$ cat src/rtl/score_keeper_bcd.sv
// Game score unit: RUN/OVER FSM, BCD score ticking at TICK_HZ with saturation,
// high-score register (optional, SCORE_HISCORE_EN) and blanked 7-seg drive.
// Ports: clk, reset_n (async low), start, gameover, show_hi in;
//   score_bcd, hiscore_bcd, hex (active-low), state, saturated out.
module score_keeper_bcd #(
  parameter int CLK_HZ  = 50_000_000,
  parameter int TICK_HZ = 10,
  parameter int DIGITS  = 3
) (
  input  logic                  clk,
  input  logic                  reset_n,
  input  logic                  start,
  input  logic                  gameover,
  input  logic                  show_hi,
  output logic [4*DIGITS-1:0]   score_bcd,
  output logic [4*DIGITS-1:0]   hiscore_bcd,
  output logic [7*DIGITS-1:0]   hex,
  output logic [1:0]            state,
  output logic                  saturated
);

  localparam int DIV = CLK_HZ / TICK_HZ;
  localparam int PW  = $clog2(DIV);
  localparam logic [4*DIGITS-1:0] NINES = {DIGITS{4'h9}};
  localparam logic [7*DIGITS-1:0] HEX_RST =
    {DIGITS{7'h7F}} ^ (7*DIGITS)'(7'h3F);

  typedef enum logic [1:0] {
    IDLE = 2'b00,
    RUN  = 2'b01,
    OVER = 2'b10
  } st_e;

  st_e st, st_nxt;

  logic [PW-1:0]       pre, pre_nxt;
  logic [4*DIGITS-1:0] inc_val, score_nxt, sel;
  logic [7*DIGITS-1:0] hex_nxt;
  logic clr, run, tick, fin;

  always_ff @(posedge clk or negedge reset_n) begin
    if (!reset_n) st <= IDLE;
    else          st <= st_nxt;
  end

  always_comb begin
    st_nxt = st;
    unique case (st)
      IDLE:    if (start)    st_nxt = RUN;
      RUN:     if (gameover) st_nxt = OVER;
      OVER:    if (start)    st_nxt = RUN;
      default: st_nxt = IDLE;
    endcase
  end

  // gameover outranks the tick, so no increment on the ending edge
  always_comb begin
    state = st;
    clr   = (st != RUN) && start;
    run   = (st == RUN) && !gameover;
    fin   = (st == RUN) && gameover;
    tick  = run && (pre == PW'(DIV - 1));
  end

  always_comb begin
    logic c;
    c       = 1'b1;
    inc_val = score_bcd;
    for (int d = 0; d < DIGITS; d++) begin
      if (c) begin
        if (score_bcd[4*d+:4] == 4'h9) begin
          inc_val[4*d+:4] = 4'h0;
        end else begin
          inc_val[4*d+:4] = score_bcd[4*d+:4] + 4'h1;
          c = 1'b0;
        end
      end
    end
  end

  always_comb begin
    score_nxt = score_bcd;
    if (clr)
      score_nxt = '0;
    else if (tick && score_bcd != NINES)
      score_nxt = inc_val;
    pre_nxt = '0;
    if (run && !tick)
      pre_nxt = pre + 1'b1;
  end

  always_ff @(posedge clk or negedge reset_n) begin
    if (!reset_n) begin
      score_bcd <= '0;
      pre       <= '0;
      saturated <= 1'b0;
    end else begin
      score_bcd <= score_nxt;
      pre       <= pre_nxt;
      saturated <= (score_nxt == NINES);
    end
  end

`ifdef SCORE_HISCORE_EN
  logic [4*DIGITS-1:0] hi_q;

  // packed BCD orders the same as plain binary
  always_ff @(posedge clk or negedge reset_n) begin
    if (!reset_n)
      hi_q <= '0;
    else if (fin && score_bcd > hi_q)
      hi_q <= score_bcd;
  end

  assign hiscore_bcd = hi_q;
  assign sel = show_hi ? hi_q : score_bcd;
`else
  logic unused_show_hi;
  logic unused_fin;

  assign unused_show_hi = show_hi;
  assign unused_fin     = fin;
  assign hiscore_bcd    = '0;
  assign sel            = score_bcd;
`endif

  function automatic logic [6:0] seg7(input logic [3:0] b);
    case (b)
      4'd0:    seg7 = 7'h40;
      4'd1:    seg7 = 7'h79;
      4'd2:    seg7 = 7'h24;
      4'd3:    seg7 = 7'h30;
      4'd4:    seg7 = 7'h19;
      4'd5:    seg7 = 7'h12;
      4'd6:    seg7 = 7'h02;
      4'd7:    seg7 = 7'h78;
      4'd8:    seg7 = 7'h00;
      4'd9:    seg7 = 7'h10;
      default: seg7 = 7'h7F;
    endcase
  endfunction

  // blank from the top down until the first non-zero digit
  always_comb begin
    logic lead;
    lead    = 1'b1;
    hex_nxt = '1;
    for (int d = DIGITS - 1; d >= 1; d--) begin
      if (sel[4*d+:4] != 4'h0) lead = 1'b0;
      hex_nxt[7*d+:7] = lead ? 7'h7F : seg7(sel[4*d+:4]);
    end
    hex_nxt[6:0] = seg7(sel[3:0]);
  end

  always_ff @(posedge clk or negedge reset_n) begin
    if (!reset_n) hex <= HEX_RST;
    else          hex <= hex_nxt;
  end

endmodule

$ cat config.mk
export PLATFORM = sky130hd
export DESIGN_NAME = score_keeper_bcd
export DESIGN_NICKNAME = d
export VERILOG_FILES = /design/src/rtl/score_keeper_bcd.sv
export SDC_FILE = /design/constraint.sdc
export NUM_CORES = 1
export LEC_CHECK = 0
export ABC_AREA = 1
export BUFFER_PORTS_ARGS = -buffer_cell sky130_fd_sc_hd__buf_2
export CAP_MARGIN = 20
export CORE_ASPECT_RATIO = 1.75
export CORE_MARGIN = 3
export CORE_UTILIZATION = 40
export DETAILED_ROUTE_END_ITERATION = 12
export PLACE_DENSITY_LB_ADDON = 0.05
export SLEW_MARGIN = 10
export SYNTH_ARGS = -nofsm -noshare
export SYNTH_HDL_FRONTEND = slang
export SYNTH_SLANG_ARGS = --single-unit
$ cat constraint.sdc
create_clock -name clk -period 2.75 [get_ports clk]
set_input_delay 0.6875 -clock clk [delete_from_list [all_inputs] [get_ports clk]]
set_output_delay 0.6875 -clock clk [all_outputs]
set_load 0.02 [all_outputs]
==> results.toml <==
[global_route]
antenna_found_initial = 0
track_usage_pct = 16.7
gr-total-overflow = 0
grt_max_degree = 60
grt_pass1_wl_um = 13300
grt_pass1_vias = 2860

[cts]
cts_sinks = 59
numCtsBuffers = 9
cts.repair.resized = 0
tritoncts = "yes"
postCtsHoldBufs = 0
cts.clk_slew.worst_paths_ns = 0.05
worstSkewPairLatency_ns = 0.32
cts_root_buffer = "clkbuf_16"
htreeDepth = 3
postCtsSetupBuffers = 0
cts_buffer_depth = 2

[critical_path]
cp-end-kind = "register"
critPathKind = "reg2reg"
path_max_fanout = 7
worstSetupStartpointType = "register"
arrival_ns = 2.32
r2r_cells = 13
cp.required_ns = 2.97

[floorplanning]
rows = 44
num_io_pins = 53
start_util_pct = 41.8
die_area_um2 = 10100
core-area_um2 = 8480
chipWidth_um = 77.2
die_h_um = 131

[sta]
hold_viol = 0
rsz0062_at_grt = "no"
finalSetupTns_ns = 0
fmax_ghz = 0.475
final_max_slew_viol_count = 0
period_share_pct = 76.6
worst_slew_pin_slew_ns = 0.497
fin_crit_ns = 2.11
clock-skew-final_ns = 0.00552
setup_viol = 0
slew-limit-headroom_pct = 66.6

[synth]
synthTopCellsByCount = "98 x nand2_1, 58 x inv_1, 46 x nor2_1, 44 x dfrtp_1, 32 x nand3_1"
synth_top_family_by_area = "simple AND/OR/NAND/NOR gates"
synth_compound_area_share_pct = 8.26
yosys.area_share.adder_pct = 5.65
synth_warnings = 0
synthMuxAreaShare_pct = 0
yosys.area.top_type = "dfrtp_1"
syn_inst = 445
synthArstFlopShare_pct = 100
synth_area_um2 = 3550
yosys.area_share.xor_xnor_pct = 1.24
synth-seq-cells = 59
synth_top_area_share_pct = 31.1
synth_simple_gate_area_share_pct = 32.3
syn_avg_cell_area_um2 = 7.97
ys_types = 43
ys.flop_type = "dfrtp_1"
synth_most_common_cell = "nand2_1"
synthTopCellsByArea = "dfrtp_1 31%, dfstp_2 11%, nand2_1 10%"
synth-edff-count = 0
ys_seq_area_share_pct = 42.2

[route]
antenna_left = 0
drcViolationCount = 0
first_pass_iters = 4
vias = 2901
routedWlPerCell_um = 12.8
drt_iter0_markers = 89
routed_via_density = 4.75
wirelength_um = 7840

[power]
ir_drop_v = 0.000295
pwr_density_cell_nw_per_um2 = 495
p_leak_nw = 2.03

[cells_and_area]
post-route-util_pct = 48.5
drive_gt1_share_pct = 22.0
fin_nets = 512
fillers = 873
area_growth_pct = 16.0
antenna_cells = 0

[placed_design]
place.port_buffers = 39
gp_congestion = 0.838
dp_hpwl_um = 5920

[worst_hold_path]
min_path_type = "in2async"

[outcome]
outcome = "complete, no violations"

[job]
maxCapViolations = 0
## critical path: stages (launching register included)
cell	delay, ns
dfrtp_1	0.44
inv_1	0.17
ha_1	0.21
nand3_2	0.13
nor2_4	0.23
inv_1	0.16
nor2_1	0.15
nand2_1	0.07
nand2_1	0.06
nand3_1	0.11
nand2_1	0.10
inv_1	0.04
nand2_1	0.09
nor2_2	0.05
## per-layer routing
metal,global-route usage [%],part of all wire (%),up-vias
li1,-,-,1485
met1,17.8,41,1355
met2,31.2,54,48
met3,4.32,3.3,13
met4,7.02,2.0,0
met5,0,0,-
## cells in the final DEF (no fill, tap or decap), drive strengths merged
| master | n |
|---|---|
| a31oi | 2 |
| or2 | 2 |
| nand4 | 3 |
| nor3 | 16 |
| clkbuf | 14 |
| nor4 | 2 |
| nand2 | 106 |
| buf | 42 |
| o21ai | 23 |
| nand3 | 36 |
| inv | 64 |
| conb | 12 |
| o221ai | 1 |
| nor2 | 63 |
| xor2 | 4 |
| a22oi | 1 |
| dfrtp | 44 |
| a21oi | 14 |
| o211ai | 4 |
| a211oi | 1 |
| nor3b | 1 |
| ha | 16 |
| o311ai | 1 |
| xnor2 | 1 |
| o211a | 1 |
| and3 | 1 |
| o21bai | 1 |
| dfstp | 15 |
| nand3b | 1 |
| clkinv | 2 |
| o21a | 1 |
| o31ai | 1 |
## worst paths after layout
kind | start | end | slack [ns]
max | score_bcd[1] | saturated | 0.64
min | reset_n | pre[0] | 0.35
max reg2reg | score_bcd[1] | saturated | 0.64
min reg2reg | pre[0] | pre[0] | 0.47
max in group asynchronous | reset_n | hex[15] | 2.08
min in group clk | pre[0] | pre[0] | 0.47
## final cells by class
type                            count  area (um^2)  area share [%]
Tap cell                          115          144            3.50
Inverter                           64          245            5.96
Clock inverter                      2         10.0           0.243
Timing Repair Buffer               42          230            5.60
Clock buffer                       14          264            6.42
Sequential cell                    59         1500            36.3
Multi-Input combinational cell    315         1730            41.9
## through the flow
stage               hold slack, ns  setup slack [ns]  instances  instance area (um^2)  total power [mW]
finish                       0.355             0.644        611                  4110              2.03
CTS                          0.368             0.629        611                  4110              2.07
global placement             0.454             0.651        595                  3840              1.03
detailed placement           0.456             0.653        595                  3840              1.03
floorplan                    0.392             0.871        456                  3590             0.993
global route                 0.391             0.389        611                  4110              2.12
## registers in the layout, indices dropped and copies added (netlist names)
name / cells
saturated: 1
state: 2
pre: 23
hex: 21
score_bcd: 12
## logic make-up after synthesis
kind of cell,Yosys count
other,1
buffers and inverters,82
adders and majority gates,16
AOI/OAI and AO/OA,51
DFF,59
xor gates and xnor gates,5
and+or+nand+nor,231
## power by group
group | total, mW | switching (mW) | internal, mW
registers | 0.890 | 0.00947 | 0.880
clock network | 1.02 | 0.364 | 0.655
logic | 0.126 | 0.0984 | 0.0277
(Power assumes the default switching activity.)
